## src/rtl/axi4_port_arbiter_if.sv

```systemverilog
// Bundled upstream (s_*) and downstream (m_*) AXI4 channels for the port arbiter.
// Upstream buses are flattened per port: port k occupies slice [k*W +: W].
// The "master" modport is the arbiter's view: it is the AXI master towards the
// interconnect and the slave towards the core's memory masters.
// The "slave" modport is the mirror view used by whatever surrounds the arbiter.
interface axi4_port_arbiter_if #(
    parameter int N_PORTS = 3,
    parameter int ADDR_W  = 32,
    parameter int DATA_W  = 32,
    parameter int ID_W    = 4
);
    localparam int STRB_W = DATA_W / 8;

    // upstream read address / data
    logic [N_PORTS-1:0]        s_arvalid;
    logic [N_PORTS-1:0]        s_arready;
    logic [N_PORTS*ADDR_W-1:0] s_araddr;
    logic [N_PORTS*ID_W-1:0]   s_arid;
    logic [N_PORTS*3-1:0]      s_arsize;
    logic [N_PORTS*8-1:0]      s_arlen;
    logic [N_PORTS*2-1:0]      s_arburst;
    logic [N_PORTS-1:0]        s_arlock;
    logic [N_PORTS*4-1:0]      s_arcache;
    logic [N_PORTS*3-1:0]      s_arprot;
    logic [N_PORTS-1:0]        s_rvalid;
    logic [N_PORTS-1:0]        s_rready;
    logic [DATA_W-1:0]         s_rdata;
    logic [ID_W-1:0]           s_rid;
    logic                      s_rlast;
    logic [1:0]                s_rresp;

    // upstream write address / data / response
    logic [N_PORTS-1:0]        s_awvalid;
    logic [N_PORTS-1:0]        s_awready;
    logic [N_PORTS*ADDR_W-1:0] s_awaddr;
    logic [N_PORTS*ID_W-1:0]   s_awid;
    logic [N_PORTS*3-1:0]      s_awsize;
    logic [N_PORTS*8-1:0]      s_awlen;
    logic [N_PORTS*2-1:0]      s_awburst;
    logic [N_PORTS-1:0]        s_awlock;
    logic [N_PORTS*4-1:0]      s_awcache;
    logic [N_PORTS*3-1:0]      s_awprot;
    logic [N_PORTS-1:0]        s_wvalid;
    logic [N_PORTS-1:0]        s_wready;
    logic [N_PORTS*DATA_W-1:0] s_wdata;
    logic [N_PORTS*ID_W-1:0]   s_wid;
    logic [N_PORTS-1:0]        s_wlast;
    logic [N_PORTS*STRB_W-1:0] s_wstrb;
    logic [N_PORTS-1:0]        s_bvalid;
    logic [N_PORTS-1:0]        s_bready;
    logic [ID_W-1:0]           s_bid;
    logic [1:0]                s_bresp;

    // downstream single port
    logic                      m_arvalid;
    logic                      m_arready;
    logic [ADDR_W-1:0]         m_araddr;
    logic [ID_W-1:0]           m_arid;
    logic [2:0]                m_arsize;
    logic [7:0]                m_arlen;
    logic [1:0]                m_arburst;
    logic                      m_arlock;
    logic [3:0]                m_arcache;
    logic [2:0]                m_arprot;
    logic                      m_rvalid;
    logic                      m_rready;
    logic [DATA_W-1:0]         m_rdata;
    logic [ID_W-1:0]           m_rid;
    logic                      m_rlast;
    logic [1:0]                m_rresp;
    logic                      m_awvalid;
    logic                      m_awready;
    logic [ADDR_W-1:0]         m_awaddr;
    logic [ID_W-1:0]           m_awid;
    logic [2:0]                m_awsize;
    logic [7:0]                m_awlen;
    logic [1:0]                m_awburst;
    logic                      m_awlock;
    logic [3:0]                m_awcache;
    logic [2:0]                m_awprot;
    logic                      m_wvalid;
    logic                      m_wready;
    logic [DATA_W-1:0]         m_wdata;
    logic [ID_W-1:0]           m_wid;
    logic                      m_wlast;
    logic [STRB_W-1:0]         m_wstrb;
    logic                      m_bvalid;
    logic                      m_bready;
    logic [ID_W-1:0]           m_bid;
    logic [1:0]                m_bresp;

    modport master (
        input  s_arvalid, s_araddr, s_arid, s_arsize, s_arlen, s_arburst,
               s_arlock, s_arcache, s_arprot, s_rready,
        output s_arready, s_rvalid, s_rdata, s_rid, s_rlast, s_rresp,
        input  s_awvalid, s_awaddr, s_awid, s_awsize, s_awlen, s_awburst,
               s_awlock, s_awcache, s_awprot,
        input  s_wvalid, s_wdata, s_wid, s_wlast, s_wstrb, s_bready,
        output s_awready, s_wready, s_bvalid, s_bid, s_bresp,
        output m_arvalid, m_araddr, m_arid, m_arsize, m_arlen, m_arburst,
               m_arlock, m_arcache, m_arprot, m_rready,
        input  m_arready, m_rvalid, m_rdata, m_rid, m_rlast, m_rresp,
        output m_awvalid, m_awaddr, m_awid, m_awsize, m_awlen, m_awburst,
               m_awlock, m_awcache, m_awprot,
        output m_wvalid, m_wdata, m_wid, m_wlast, m_wstrb, m_bready,
        input  m_awready, m_wready, m_bvalid, m_bid, m_bresp
    );

    modport slave (
        output s_arvalid, s_araddr, s_arid, s_arsize, s_arlen, s_arburst,
               s_arlock, s_arcache, s_arprot, s_rready,
        input  s_arready, s_rvalid, s_rdata, s_rid, s_rlast, s_rresp,
        output s_awvalid, s_awaddr, s_awid, s_awsize, s_awlen, s_awburst,
               s_awlock, s_awcache, s_awprot,
        output s_wvalid, s_wdata, s_wid, s_wlast, s_wstrb, s_bready,
        input  s_awready, s_wready, s_bvalid, s_bid, s_bresp,
        input  m_arvalid, m_araddr, m_arid, m_arsize, m_arlen, m_arburst,
               m_arlock, m_arcache, m_arprot, m_rready,
        output m_arready, m_rvalid, m_rdata, m_rid, m_rlast, m_rresp,
        input  m_awvalid, m_awaddr, m_awid, m_awsize, m_awlen, m_awburst,
               m_awlock, m_awcache, m_awprot,
        input  m_wvalid, m_wdata, m_wid, m_wlast, m_wstrb, m_bready,
        output m_awready, m_wready, m_bvalid, m_bid, m_bresp
    );
endinterface

```

## src/rtl/axi4_port_arbiter.sv

```systemverilog
// N-to-1 AXI4 master-port arbiter. Read and write paths each hold one
// transaction at a time, chosen round-robin, and keep the grant until the
// final R beat (reads) or the B response (writes).
//
// state  | meaning
// -------+--------------------------------------------------------------
// R_IDLE | no read granted; pick next requester from rr_ptr
// R_ADDR | forwarding AR of port rg downstream
// R_DATA | steering R beats to port rg until the rlast handshake
// W_IDLE | no write granted; pick next AW requester from wr_ptr
// W_ADDR | forwarding AW of port wg; its W beats are still stalled
// W_DATA | forwarding W beats of port wg until the wlast handshake
// W_RESP | steering the B response to port wg
module axi4_port_arbiter #(
    parameter int N_PORTS = 3,
    parameter int ADDR_W  = 32,
    parameter int DATA_W  = 32,
    parameter int ID_W    = 4
) (
    input  logic                clk,
    input  logic                rst,
    axi4_port_arbiter_if.master bus
);
    localparam int STRB_W = DATA_W / 8;
    localparam int PTR_W  = (N_PORTS > 1) ? $clog2(N_PORTS) : 1;

    typedef enum logic [1:0] {R_IDLE, R_ADDR, R_DATA} rd_state_t;
    typedef enum logic [1:0] {W_IDLE, W_ADDR, W_DATA, W_RESP} wr_state_t;

    rd_state_t        rd_state, rd_state_nxt;
    wr_state_t        wr_state, wr_state_nxt;
    logic [PTR_W-1:0] rg, rg_nxt, rr_ptr, rr_ptr_nxt;
    logic [PTR_W-1:0] wg, wg_nxt, wr_ptr, wr_ptr_nxt;

    // First requesting port at or after ptr, searching cyclically.
    function automatic logic [PTR_W-1:0] rr_pick(input logic [N_PORTS-1:0] req,
                                                 input logic [PTR_W-1:0]   ptr);
        logic [PTR_W-1:0] pick;
        logic             found;
        int               j;
        pick  = ptr;
        found = 1'b0;
        for (int i = 0; i < N_PORTS; i++) begin
            j = (int'(ptr) + i) % N_PORTS;
            if (!found && req[j]) begin
                found = 1'b1;
                pick  = PTR_W'(j);
            end
        end
        return pick;
    endfunction

    // Pointer moves past the port just served, wrapping at N_PORTS.
    function automatic logic [PTR_W-1:0] ptr_next(input logic [PTR_W-1:0] p);
        return (p == PTR_W'(N_PORTS - 1)) ? '0 : p + 1'b1;
    endfunction

    // Shared response payloads follow the downstream side; only valids are steered.
    assign bus.s_rdata = bus.m_rdata;
    assign bus.s_rid   = bus.m_rid;
    assign bus.s_rlast = bus.m_rlast;
    assign bus.s_rresp = bus.m_rresp;
    assign bus.s_bid   = bus.m_bid;
    assign bus.s_bresp = bus.m_bresp;

    // Read path state, grant and round-robin pointer.
    always_ff @(posedge clk) begin
        if (rst) begin
            rd_state <= R_IDLE;
            rg       <= '0;
            rr_ptr   <= '0;
        end else begin
            rd_state <= rd_state_nxt;
            rg       <= rg_nxt;
            rr_ptr   <= rr_ptr_nxt;
        end
    end

    // Read path next state and channel steering.
    always_comb begin
        rd_state_nxt  = rd_state;
        rg_nxt        = rg;
        rr_ptr_nxt    = rr_ptr;
        bus.m_arvalid = 1'b0;
        bus.m_araddr  = '0;
        bus.m_arid    = '0;
        bus.m_arsize  = '0;
        bus.m_arlen   = '0;
        bus.m_arburst = '0;
        bus.m_arlock  = 1'b0;
        bus.m_arcache = '0;
        bus.m_arprot  = '0;
        bus.m_rready  = 1'b0;
        bus.s_arready = '0;
        bus.s_rvalid  = '0;
        case (rd_state)
            R_IDLE: begin
                if (|bus.s_arvalid) begin
                    rg_nxt       = rr_pick(bus.s_arvalid, rr_ptr);
                    rd_state_nxt = R_ADDR;
                end
            end
            R_ADDR: begin
                bus.m_arvalid     = bus.s_arvalid[rg];
                bus.m_araddr      = bus.s_araddr[int'(rg)*ADDR_W +: ADDR_W];
                bus.m_arid        = bus.s_arid[int'(rg)*ID_W +: ID_W];
                bus.m_arsize      = bus.s_arsize[int'(rg)*3 +: 3];
                bus.m_arlen       = bus.s_arlen[int'(rg)*8 +: 8];
                bus.m_arburst     = bus.s_arburst[int'(rg)*2 +: 2];
                bus.m_arlock      = bus.s_arlock[rg];
                bus.m_arcache     = bus.s_arcache[int'(rg)*4 +: 4];
                bus.m_arprot      = bus.s_arprot[int'(rg)*3 +: 3];
                bus.s_arready[rg] = bus.m_arready;
                if (bus.s_arvalid[rg] && bus.m_arready) begin
                    rd_state_nxt = R_DATA;
                end
            end
            R_DATA: begin
                bus.s_rvalid[rg] = bus.m_rvalid;
                bus.m_rready     = bus.s_rready[rg];
                if (bus.m_rvalid && bus.s_rready[rg] && bus.m_rlast) begin
                    rd_state_nxt = R_IDLE;
                    rr_ptr_nxt   = ptr_next(rg);
                end
            end
            default: rd_state_nxt = R_IDLE;
        endcase
    end

    // Write path state, grant and round-robin pointer.
    always_ff @(posedge clk) begin
        if (rst) begin
            wr_state <= W_IDLE;
            wg       <= '0;
            wr_ptr   <= '0;
        end else begin
            wr_state <= wr_state_nxt;
            wg       <= wg_nxt;
            wr_ptr   <= wr_ptr_nxt;
        end
    end

    // Write path next state and channel steering; W stays stalled until AW is accepted.
    always_comb begin
        wr_state_nxt  = wr_state;
        wg_nxt        = wg;
        wr_ptr_nxt    = wr_ptr;
        bus.m_awvalid = 1'b0;
        bus.m_awaddr  = '0;
        bus.m_awid    = '0;
        bus.m_awsize  = '0;
        bus.m_awlen   = '0;
        bus.m_awburst = '0;
        bus.m_awlock  = 1'b0;
        bus.m_awcache = '0;
        bus.m_awprot  = '0;
        bus.m_wvalid  = 1'b0;
        bus.m_wdata   = '0;
        bus.m_wid     = '0;
        bus.m_wlast   = 1'b0;
        bus.m_wstrb   = '0;
        bus.m_bready  = 1'b0;
        bus.s_awready = '0;
        bus.s_wready  = '0;
        bus.s_bvalid  = '0;
        case (wr_state)
            W_IDLE: begin
                if (|bus.s_awvalid) begin
                    wg_nxt       = rr_pick(bus.s_awvalid, wr_ptr);
                    wr_state_nxt = W_ADDR;
                end
            end
            W_ADDR: begin
                bus.m_awvalid     = bus.s_awvalid[wg];
                bus.m_awaddr      = bus.s_awaddr[int'(wg)*ADDR_W +: ADDR_W];
                bus.m_awid        = bus.s_awid[int'(wg)*ID_W +: ID_W];
                bus.m_awsize      = bus.s_awsize[int'(wg)*3 +: 3];
                bus.m_awlen       = bus.s_awlen[int'(wg)*8 +: 8];
                bus.m_awburst     = bus.s_awburst[int'(wg)*2 +: 2];
                bus.m_awlock      = bus.s_awlock[wg];
                bus.m_awcache     = bus.s_awcache[int'(wg)*4 +: 4];
                bus.m_awprot      = bus.s_awprot[int'(wg)*3 +: 3];
                bus.s_awready[wg] = bus.m_awready;
                if (bus.s_awvalid[wg] && bus.m_awready) begin
                    wr_state_nxt = W_DATA;
                end
            end
            W_DATA: begin
                bus.m_wvalid     = bus.s_wvalid[wg];
                bus.m_wdata      = bus.s_wdata[int'(wg)*DATA_W +: DATA_W];
                bus.m_wid        = bus.s_wid[int'(wg)*ID_W +: ID_W];
                bus.m_wlast      = bus.s_wlast[wg];
                bus.m_wstrb      = bus.s_wstrb[int'(wg)*STRB_W +: STRB_W];
                bus.s_wready[wg] = bus.m_wready;
                if (bus.s_wvalid[wg] && bus.m_wready && bus.s_wlast[wg]) begin
                    wr_state_nxt = W_RESP;
                end
            end
            W_RESP: begin
                bus.s_bvalid[wg] = bus.m_bvalid;
                bus.m_bready     = bus.s_bready[wg];
                if (bus.m_bvalid && bus.s_bready[wg]) begin
                    wr_state_nxt = W_IDLE;
                    wr_ptr_nxt   = ptr_next(wg);
                end
            end
            default: wr_state_nxt = W_IDLE;
        endcase
    end
endmodule

```

## src/flat_wrapper.sv

```systemverilog
// flat-port wrapper written by rule: the top's interface ports become plain ports
module axi4_port_arbiter_flat 
#(
    parameter int N_PORTS = 3,
    parameter int ADDR_W  = 32,
    parameter int DATA_W  = 32,
    parameter int ID_W    = 4
)
  (clk, rst, bus_s_arvalid, bus_s_araddr, bus_s_arid, bus_s_arsize, bus_s_arlen, bus_s_arburst, bus_s_arlock, bus_s_arcache, bus_s_arprot, bus_s_rready, bus_s_arready, bus_s_rvalid, bus_s_rdata, bus_s_rid, bus_s_rlast, bus_s_rresp, bus_s_awvalid, bus_s_awaddr, bus_s_awid, bus_s_awsize, bus_s_awlen, bus_s_awburst, bus_s_awlock, bus_s_awcache, bus_s_awprot, bus_s_wvalid, bus_s_wdata, bus_s_wid, bus_s_wlast, bus_s_wstrb, bus_s_bready, bus_s_awready, bus_s_wready, bus_s_bvalid, bus_s_bid, bus_s_bresp, bus_m_arvalid, bus_m_araddr, bus_m_arid, bus_m_arsize, bus_m_arlen, bus_m_arburst, bus_m_arlock, bus_m_arcache, bus_m_arprot, bus_m_rready, bus_m_arready, bus_m_rvalid, bus_m_rdata, bus_m_rid, bus_m_rlast, bus_m_rresp, bus_m_awvalid, bus_m_awaddr, bus_m_awid, bus_m_awsize, bus_m_awlen, bus_m_awburst, bus_m_awlock, bus_m_awcache, bus_m_awprot, bus_m_wvalid, bus_m_wdata, bus_m_wid, bus_m_wlast, bus_m_wstrb, bus_m_bready, bus_m_awready, bus_m_wready, bus_m_bvalid, bus_m_bid, bus_m_bresp);
  axi4_port_arbiter_if #(.N_PORTS(N_PORTS), .ADDR_W(ADDR_W), .DATA_W(DATA_W), .ID_W(ID_W)) bus_i ();
  input  logic clk;
  input  logic rst;
  input wire logic [$bits(bus_i.s_arvalid)-1:0] bus_s_arvalid;
  input wire logic [$bits(bus_i.s_araddr)-1:0] bus_s_araddr;
  input wire logic [$bits(bus_i.s_arid)-1:0] bus_s_arid;
  input wire logic [$bits(bus_i.s_arsize)-1:0] bus_s_arsize;
  input wire logic [$bits(bus_i.s_arlen)-1:0] bus_s_arlen;
  input wire logic [$bits(bus_i.s_arburst)-1:0] bus_s_arburst;
  input wire logic [$bits(bus_i.s_arlock)-1:0] bus_s_arlock;
  input wire logic [$bits(bus_i.s_arcache)-1:0] bus_s_arcache;
  input wire logic [$bits(bus_i.s_arprot)-1:0] bus_s_arprot;
  input wire logic [$bits(bus_i.s_rready)-1:0] bus_s_rready;
  output wire logic [$bits(bus_i.s_arready)-1:0] bus_s_arready;
  output wire logic [$bits(bus_i.s_rvalid)-1:0] bus_s_rvalid;
  output wire logic [$bits(bus_i.s_rdata)-1:0] bus_s_rdata;
  output wire logic [$bits(bus_i.s_rid)-1:0] bus_s_rid;
  output wire logic [$bits(bus_i.s_rlast)-1:0] bus_s_rlast;
  output wire logic [$bits(bus_i.s_rresp)-1:0] bus_s_rresp;
  input wire logic [$bits(bus_i.s_awvalid)-1:0] bus_s_awvalid;
  input wire logic [$bits(bus_i.s_awaddr)-1:0] bus_s_awaddr;
  input wire logic [$bits(bus_i.s_awid)-1:0] bus_s_awid;
  input wire logic [$bits(bus_i.s_awsize)-1:0] bus_s_awsize;
  input wire logic [$bits(bus_i.s_awlen)-1:0] bus_s_awlen;
  input wire logic [$bits(bus_i.s_awburst)-1:0] bus_s_awburst;
  input wire logic [$bits(bus_i.s_awlock)-1:0] bus_s_awlock;
  input wire logic [$bits(bus_i.s_awcache)-1:0] bus_s_awcache;
  input wire logic [$bits(bus_i.s_awprot)-1:0] bus_s_awprot;
  input wire logic [$bits(bus_i.s_wvalid)-1:0] bus_s_wvalid;
  input wire logic [$bits(bus_i.s_wdata)-1:0] bus_s_wdata;
  input wire logic [$bits(bus_i.s_wid)-1:0] bus_s_wid;
  input wire logic [$bits(bus_i.s_wlast)-1:0] bus_s_wlast;
  input wire logic [$bits(bus_i.s_wstrb)-1:0] bus_s_wstrb;
  input wire logic [$bits(bus_i.s_bready)-1:0] bus_s_bready;
  output wire logic [$bits(bus_i.s_awready)-1:0] bus_s_awready;
  output wire logic [$bits(bus_i.s_wready)-1:0] bus_s_wready;
  output wire logic [$bits(bus_i.s_bvalid)-1:0] bus_s_bvalid;
  output wire logic [$bits(bus_i.s_bid)-1:0] bus_s_bid;
  output wire logic [$bits(bus_i.s_bresp)-1:0] bus_s_bresp;
  output wire logic [$bits(bus_i.m_arvalid)-1:0] bus_m_arvalid;
  output wire logic [$bits(bus_i.m_araddr)-1:0] bus_m_araddr;
  output wire logic [$bits(bus_i.m_arid)-1:0] bus_m_arid;
  output wire logic [$bits(bus_i.m_arsize)-1:0] bus_m_arsize;
  output wire logic [$bits(bus_i.m_arlen)-1:0] bus_m_arlen;
  output wire logic [$bits(bus_i.m_arburst)-1:0] bus_m_arburst;
  output wire logic [$bits(bus_i.m_arlock)-1:0] bus_m_arlock;
  output wire logic [$bits(bus_i.m_arcache)-1:0] bus_m_arcache;
  output wire logic [$bits(bus_i.m_arprot)-1:0] bus_m_arprot;
  output wire logic [$bits(bus_i.m_rready)-1:0] bus_m_rready;
  input wire logic [$bits(bus_i.m_arready)-1:0] bus_m_arready;
  input wire logic [$bits(bus_i.m_rvalid)-1:0] bus_m_rvalid;
  input wire logic [$bits(bus_i.m_rdata)-1:0] bus_m_rdata;
  input wire logic [$bits(bus_i.m_rid)-1:0] bus_m_rid;
  input wire logic [$bits(bus_i.m_rlast)-1:0] bus_m_rlast;
  input wire logic [$bits(bus_i.m_rresp)-1:0] bus_m_rresp;
  output wire logic [$bits(bus_i.m_awvalid)-1:0] bus_m_awvalid;
  output wire logic [$bits(bus_i.m_awaddr)-1:0] bus_m_awaddr;
  output wire logic [$bits(bus_i.m_awid)-1:0] bus_m_awid;
  output wire logic [$bits(bus_i.m_awsize)-1:0] bus_m_awsize;
  output wire logic [$bits(bus_i.m_awlen)-1:0] bus_m_awlen;
  output wire logic [$bits(bus_i.m_awburst)-1:0] bus_m_awburst;
  output wire logic [$bits(bus_i.m_awlock)-1:0] bus_m_awlock;
  output wire logic [$bits(bus_i.m_awcache)-1:0] bus_m_awcache;
  output wire logic [$bits(bus_i.m_awprot)-1:0] bus_m_awprot;
  output wire logic [$bits(bus_i.m_wvalid)-1:0] bus_m_wvalid;
  output wire logic [$bits(bus_i.m_wdata)-1:0] bus_m_wdata;
  output wire logic [$bits(bus_i.m_wid)-1:0] bus_m_wid;
  output wire logic [$bits(bus_i.m_wlast)-1:0] bus_m_wlast;
  output wire logic [$bits(bus_i.m_wstrb)-1:0] bus_m_wstrb;
  output wire logic [$bits(bus_i.m_bready)-1:0] bus_m_bready;
  input wire logic [$bits(bus_i.m_awready)-1:0] bus_m_awready;
  input wire logic [$bits(bus_i.m_wready)-1:0] bus_m_wready;
  input wire logic [$bits(bus_i.m_bvalid)-1:0] bus_m_bvalid;
  input wire logic [$bits(bus_i.m_bid)-1:0] bus_m_bid;
  input wire logic [$bits(bus_i.m_bresp)-1:0] bus_m_bresp;
  assign bus_i.s_arvalid = bus_s_arvalid;
  assign bus_i.s_araddr = bus_s_araddr;
  assign bus_i.s_arid = bus_s_arid;
  assign bus_i.s_arsize = bus_s_arsize;
  assign bus_i.s_arlen = bus_s_arlen;
  assign bus_i.s_arburst = bus_s_arburst;
  assign bus_i.s_arlock = bus_s_arlock;
  assign bus_i.s_arcache = bus_s_arcache;
  assign bus_i.s_arprot = bus_s_arprot;
  assign bus_i.s_rready = bus_s_rready;
  assign bus_s_arready = bus_i.s_arready;
  assign bus_s_rvalid = bus_i.s_rvalid;
  assign bus_s_rdata = bus_i.s_rdata;
  assign bus_s_rid = bus_i.s_rid;
  assign bus_s_rlast = bus_i.s_rlast;
  assign bus_s_rresp = bus_i.s_rresp;
  assign bus_i.s_awvalid = bus_s_awvalid;
  assign bus_i.s_awaddr = bus_s_awaddr;
  assign bus_i.s_awid = bus_s_awid;
  assign bus_i.s_awsize = bus_s_awsize;
  assign bus_i.s_awlen = bus_s_awlen;
  assign bus_i.s_awburst = bus_s_awburst;
  assign bus_i.s_awlock = bus_s_awlock;
  assign bus_i.s_awcache = bus_s_awcache;
  assign bus_i.s_awprot = bus_s_awprot;
  assign bus_i.s_wvalid = bus_s_wvalid;
  assign bus_i.s_wdata = bus_s_wdata;
  assign bus_i.s_wid = bus_s_wid;
  assign bus_i.s_wlast = bus_s_wlast;
  assign bus_i.s_wstrb = bus_s_wstrb;
  assign bus_i.s_bready = bus_s_bready;
  assign bus_s_awready = bus_i.s_awready;
  assign bus_s_wready = bus_i.s_wready;
  assign bus_s_bvalid = bus_i.s_bvalid;
  assign bus_s_bid = bus_i.s_bid;
  assign bus_s_bresp = bus_i.s_bresp;
  assign bus_m_arvalid = bus_i.m_arvalid;
  assign bus_m_araddr = bus_i.m_araddr;
  assign bus_m_arid = bus_i.m_arid;
  assign bus_m_arsize = bus_i.m_arsize;
  assign bus_m_arlen = bus_i.m_arlen;
  assign bus_m_arburst = bus_i.m_arburst;
  assign bus_m_arlock = bus_i.m_arlock;
  assign bus_m_arcache = bus_i.m_arcache;
  assign bus_m_arprot = bus_i.m_arprot;
  assign bus_m_rready = bus_i.m_rready;
  assign bus_i.m_arready = bus_m_arready;
  assign bus_i.m_rvalid = bus_m_rvalid;
  assign bus_i.m_rdata = bus_m_rdata;
  assign bus_i.m_rid = bus_m_rid;
  assign bus_i.m_rlast = bus_m_rlast;
  assign bus_i.m_rresp = bus_m_rresp;
  assign bus_m_awvalid = bus_i.m_awvalid;
  assign bus_m_awaddr = bus_i.m_awaddr;
  assign bus_m_awid = bus_i.m_awid;
  assign bus_m_awsize = bus_i.m_awsize;
  assign bus_m_awlen = bus_i.m_awlen;
  assign bus_m_awburst = bus_i.m_awburst;
  assign bus_m_awlock = bus_i.m_awlock;
  assign bus_m_awcache = bus_i.m_awcache;
  assign bus_m_awprot = bus_i.m_awprot;
  assign bus_m_wvalid = bus_i.m_wvalid;
  assign bus_m_wdata = bus_i.m_wdata;
  assign bus_m_wid = bus_i.m_wid;
  assign bus_m_wlast = bus_i.m_wlast;
  assign bus_m_wstrb = bus_i.m_wstrb;
  assign bus_m_bready = bus_i.m_bready;
  assign bus_i.m_awready = bus_m_awready;
  assign bus_i.m_wready = bus_m_wready;
  assign bus_i.m_bvalid = bus_m_bvalid;
  assign bus_i.m_bid = bus_m_bid;
  assign bus_i.m_bresp = bus_m_bresp;
  axi4_port_arbiter #(.N_PORTS(N_PORTS), .ADDR_W(ADDR_W), .DATA_W(DATA_W), .ID_W(ID_W)) u_core (.clk(clk), .rst(rst), .bus(bus_i));
endmodule
```

## config.mk

```make
export PLATFORM = sky130hd
export DESIGN_NAME = axi4_port_arbiter_flat
export DESIGN_NICKNAME = d
export VERILOG_FILES = /design/src/rtl/axi4_port_arbiter_if.sv /design/src/rtl/axi4_port_arbiter.sv /design/src/flat_wrapper.sv
export SDC_FILE = /design/constraint.sdc
export NUM_CORES = 1
export LEC_CHECK = 0
export ABC_AREA = 1
export CAP_MARGIN = 20
export CORE_AREA = 10 10 284 286
export CTS_CLUSTER_DIAMETER = 80
export DETAILED_ROUTE_END_ITERATION = 16
export DIE_AREA = 0 0 294 296
export GPL_TIMING_DRIVEN = 0
export HOLD_SLACK_MARGIN = 0.12
export PLACE_DENSITY = 0.31
export SLEW_MARGIN = 0
export SYNTH_ARGS = -nofsm -noshare
export SYNTH_HDL_FRONTEND = slang
export SYNTH_SLANG_ARGS = --single-unit
```

## constraint.sdc

```tcl
create_clock -name clk -period 1.9 [get_ports clk]
set_input_delay 0.285 -clock clk [delete_from_list [all_inputs] [get_ports clk]]
set_output_delay 0.285 -clock clk [all_outputs]
set_load 0.03 [all_outputs]
```

==> results_dict.tcl <==
set metrics [dict create \
    status "finished with violations" \
    violations "negative setup slack" \
    worst-path-buf-inv 6 \
    synthCells 1198 \
    synth_most_common_cell "nand2_1" \
    ys_ff_latch 12 \
    hold_class "reg -> reg" \
    period_minus_slack_ns 2.12 \
    tightest_slew_ns 0.394 \
    setup_ws_ns -0.217 \
    row_count 101 \
    die_area_um2 87000 \
    cp_top_family "buffers and inverters" \
    dp_slack_ns -1.33 \
    synth_edf_count 0 \
    synth_common_cells "nand2_1, inv_1, nand3_1" \
    grt_overflow 0 \
    wl_per_cell_um 22.4 \
    core_um2 75200 \
    p_clk_share_pct 2.7 \
    grt_max_degree 11 \
    finalSetupViolations 106 \
    ir_drop_mv 0.289 \
    drc 0 \
    p_leak_nw 8.43 \
    p_total_mw 14.4 \
    crit_type "reg -> out" \
    cp-start-kind "flop" \
    seqPwrFrac_pct 2.6 \
    numClockSinks 12 \
    maxSlewViolCount 0 \
    synth_area_leader_cell "nand2_1" \
    clock_latency_ns 0.24 \
    slowest_stage "dfxtp_4" \
    finalSetupTns_ns -12.03 \
    clk_pin_slew_worst_paths_ns 0.04 \
    hold_viol_final 0 \
    pwr-share-comb_pct 94.7 \
    nNetsFinal 2541 \
    route.vias.total 10800 \
    die_y_um 296 \
    drtIter0Drc 286 \
    regToRegSetupSlack_ns 0.13 \
    netlist_area_um2 5590 \
    port_buffers 707 \
    yosysTopAreaCellShare_pct 40.7 \
    area_growth_syn_to_layout_pct 209 \
    cp_common_cell "buf_12" \
    crit_chain "buf_6, nor2_4, buf_12, buf_12, buf_12, clkinvlp_4, nor2_4, buf_8" \
    finClkSkew_ns 0.000590 \
    n_fill_cell 8546 \
    critPathMaxFanout 7 \
    cts_tree "built" \
    final_area_um2 17300 \
    first_pass_iters 4 \
    ys_top_cells_by_area "nand2_1, inv_1, a22oi_1" \
    dp_hpwl_um 56500 \
    ioPinCount 752 \
    drive_above_1_share_pct 36.8 \
    routed_wl_um 66800 \
    dpl-instance-area_um2 13900 \
    start_util_pct 7.43 \
    track_usage_pct 14.0 \
    fin_crit_sh_pct 111 \
    p_int_mw 6.98 \
    switching_share_pct 51.4 \
    rsz0062_at_grt "true" \
    crit_required_ns 1.62 \
    grt_pass1_wl_um 88100 \
    p_per_area_nw_per_um2 832 \
    synth_nets 1740 \
    cp_data_arrival_time_ns 1.83 \
    drv_cap 0 \
    syn_area_per_cell_um2 4.66 \
    cp-end-kind "output port" \
    cts_buffer_depth 2 \
    antenna_left 0 \
    antenna_found_initial 23 \
    slew_headroom_pct 73.7 \
    synth_top_flop_cell "dfxtp_1" \
    synth_warnings 0 \
    cts_made_buffers 3 \
    die_w_um 294 \
    yosysUniqueCellTypes 25 \
    h-tree-depth 1 \
    synthArstFlopShare_pct 0 \
    grt_pass1_vias 11582 \
    max_stage_delay_ns 0.39 \
    ys_seq_area_share_pct 4.30 \
    via_per_inst 3.62 \
    root_buffer "clkbuf_16" \
    place.gp.congestion 0.815 \
    power_switching_mw 7.39 \
    clock.fmax_mhz 472 \
]
-- worst register-to-register path: stages, from the launching register on --
cell and delay [ns]:
dfxtp_2 0.33, buf_12 0.15, nor2_8 0.13, buf_12 0.13, buf_16 0.16, buf_8 0.12, nand2_4 0.04, nand3_4 0.06
buf_4 0.12, nand2_2 0.05, a21oi_2 0.14, nand4_1 0.11, nand2_1 0.08, nor2_1 0.04
-- worst paths after layout --
check	depth (start not counted)	startpoint	end
worst max-delay path	8	u_core.wg[0]	bus_s_wready[2]
worst min-delay path	2	u_core.rg[0]	u_core.rg[0]
worst max register to register	13	u_core.wg[1]	u_core.wr_state[0]
worst min register to register	2	u_core.rg[0]	u_core.rg[0]
-- repair_timing --
item / CTS / global route
pin swaps: 33 / 52
gates cloned: 15 / 9
endpoints found under the setup margin: 176 / 170
gates resized for setup: 1424 / 430
buffers inserted: 53 / 31
hold buffers: 0 / 0
-- cells by family after synthesis --
family / after synthesis / share of synthesized area [%]
and+or+nand+nor: 757 / 54.5
buffers and inverters: 314 / 25.9
AOI/OAI and AO/OA: 105 / 13.0
DFF: 12 / 4.30
adders and majority gates: 10 / 2.24
-- stage by stage --
stage | hold slack (ns) | cells | utilization, %
after floorplan | 0.354 | 1198 | -
after global placement | 0.501 | 2883 | 18.5
after detailed placement | 0.514 | 2883 | 18.5
after CTS | 0.525 | 2951 | 21.2
after global routing | 0.539 | 2984 | 23.0
final | 0.527 | 2987 | 23.0
-- cell usage in the layout, fill, tap and decap left out, drive strengths merged, types with 13 or more instances in the layout --
cell           count
nand2            606
a22oi             79
clkbuf            32
clkdlybuf4s50    531
nand3            115
o21ai             13
inv              198
nor2              35
buf              346
-- power by group through the flow --
| stage | registers (mW) | logic, mW | clock network [mW] |
|---|---|---|---|
| floorplan | 0.325 | 4.94 | 0 |
| global placement | 0.330 | 9.56 | 0 |
| detailed placement | 0.333 | 9.55 | 0 |
| CTS | 0.350 | 12.6 | 0.416 |
| global route | 0.379 | 14.5 | 0.429 |
| finish | 0.371 | 13.6 | 0.392 |
-- cell type report --
type                            instances  area (um2)  area share (%)
Antenna cell                           12        30.0           0.174
Buffer                                103        1200            6.94
Clock buffer                            3        75.1           0.434
Inverter                              200         783            4.53
Multi-Input combinational cell        873        5130            29.7
Sequential cell                        12         254            1.47
Tap cell                              978        1220            7.08
Timing Repair Buffer                  806        8590            49.7
-- registers in the layout (all words and copies together), names as in the netlist --
register	cells
u_core.wr_state	2
u_core.rd_state	2
u_core.rg	2
u_core.rr_ptr	2
u_core.wg	2
u_core.wr_ptr	2
-- layer usage --
| metal | vias to the layer above | track usage, % | part of all wire, % |
|---|---|---|---|
| met2 | 520 | 27.4 | 54 |
| met4 | 10 | 3.83 | 2.8 |
| li1 | 5228 | - | - |
| met1 | 4974 | 13.3 | 33 |
| met3 | 68 | 5.57 | 9.9 |
| met5 | - | 0 | 0.091 |
Note: power is estimated with default switching activity, not from simulation.
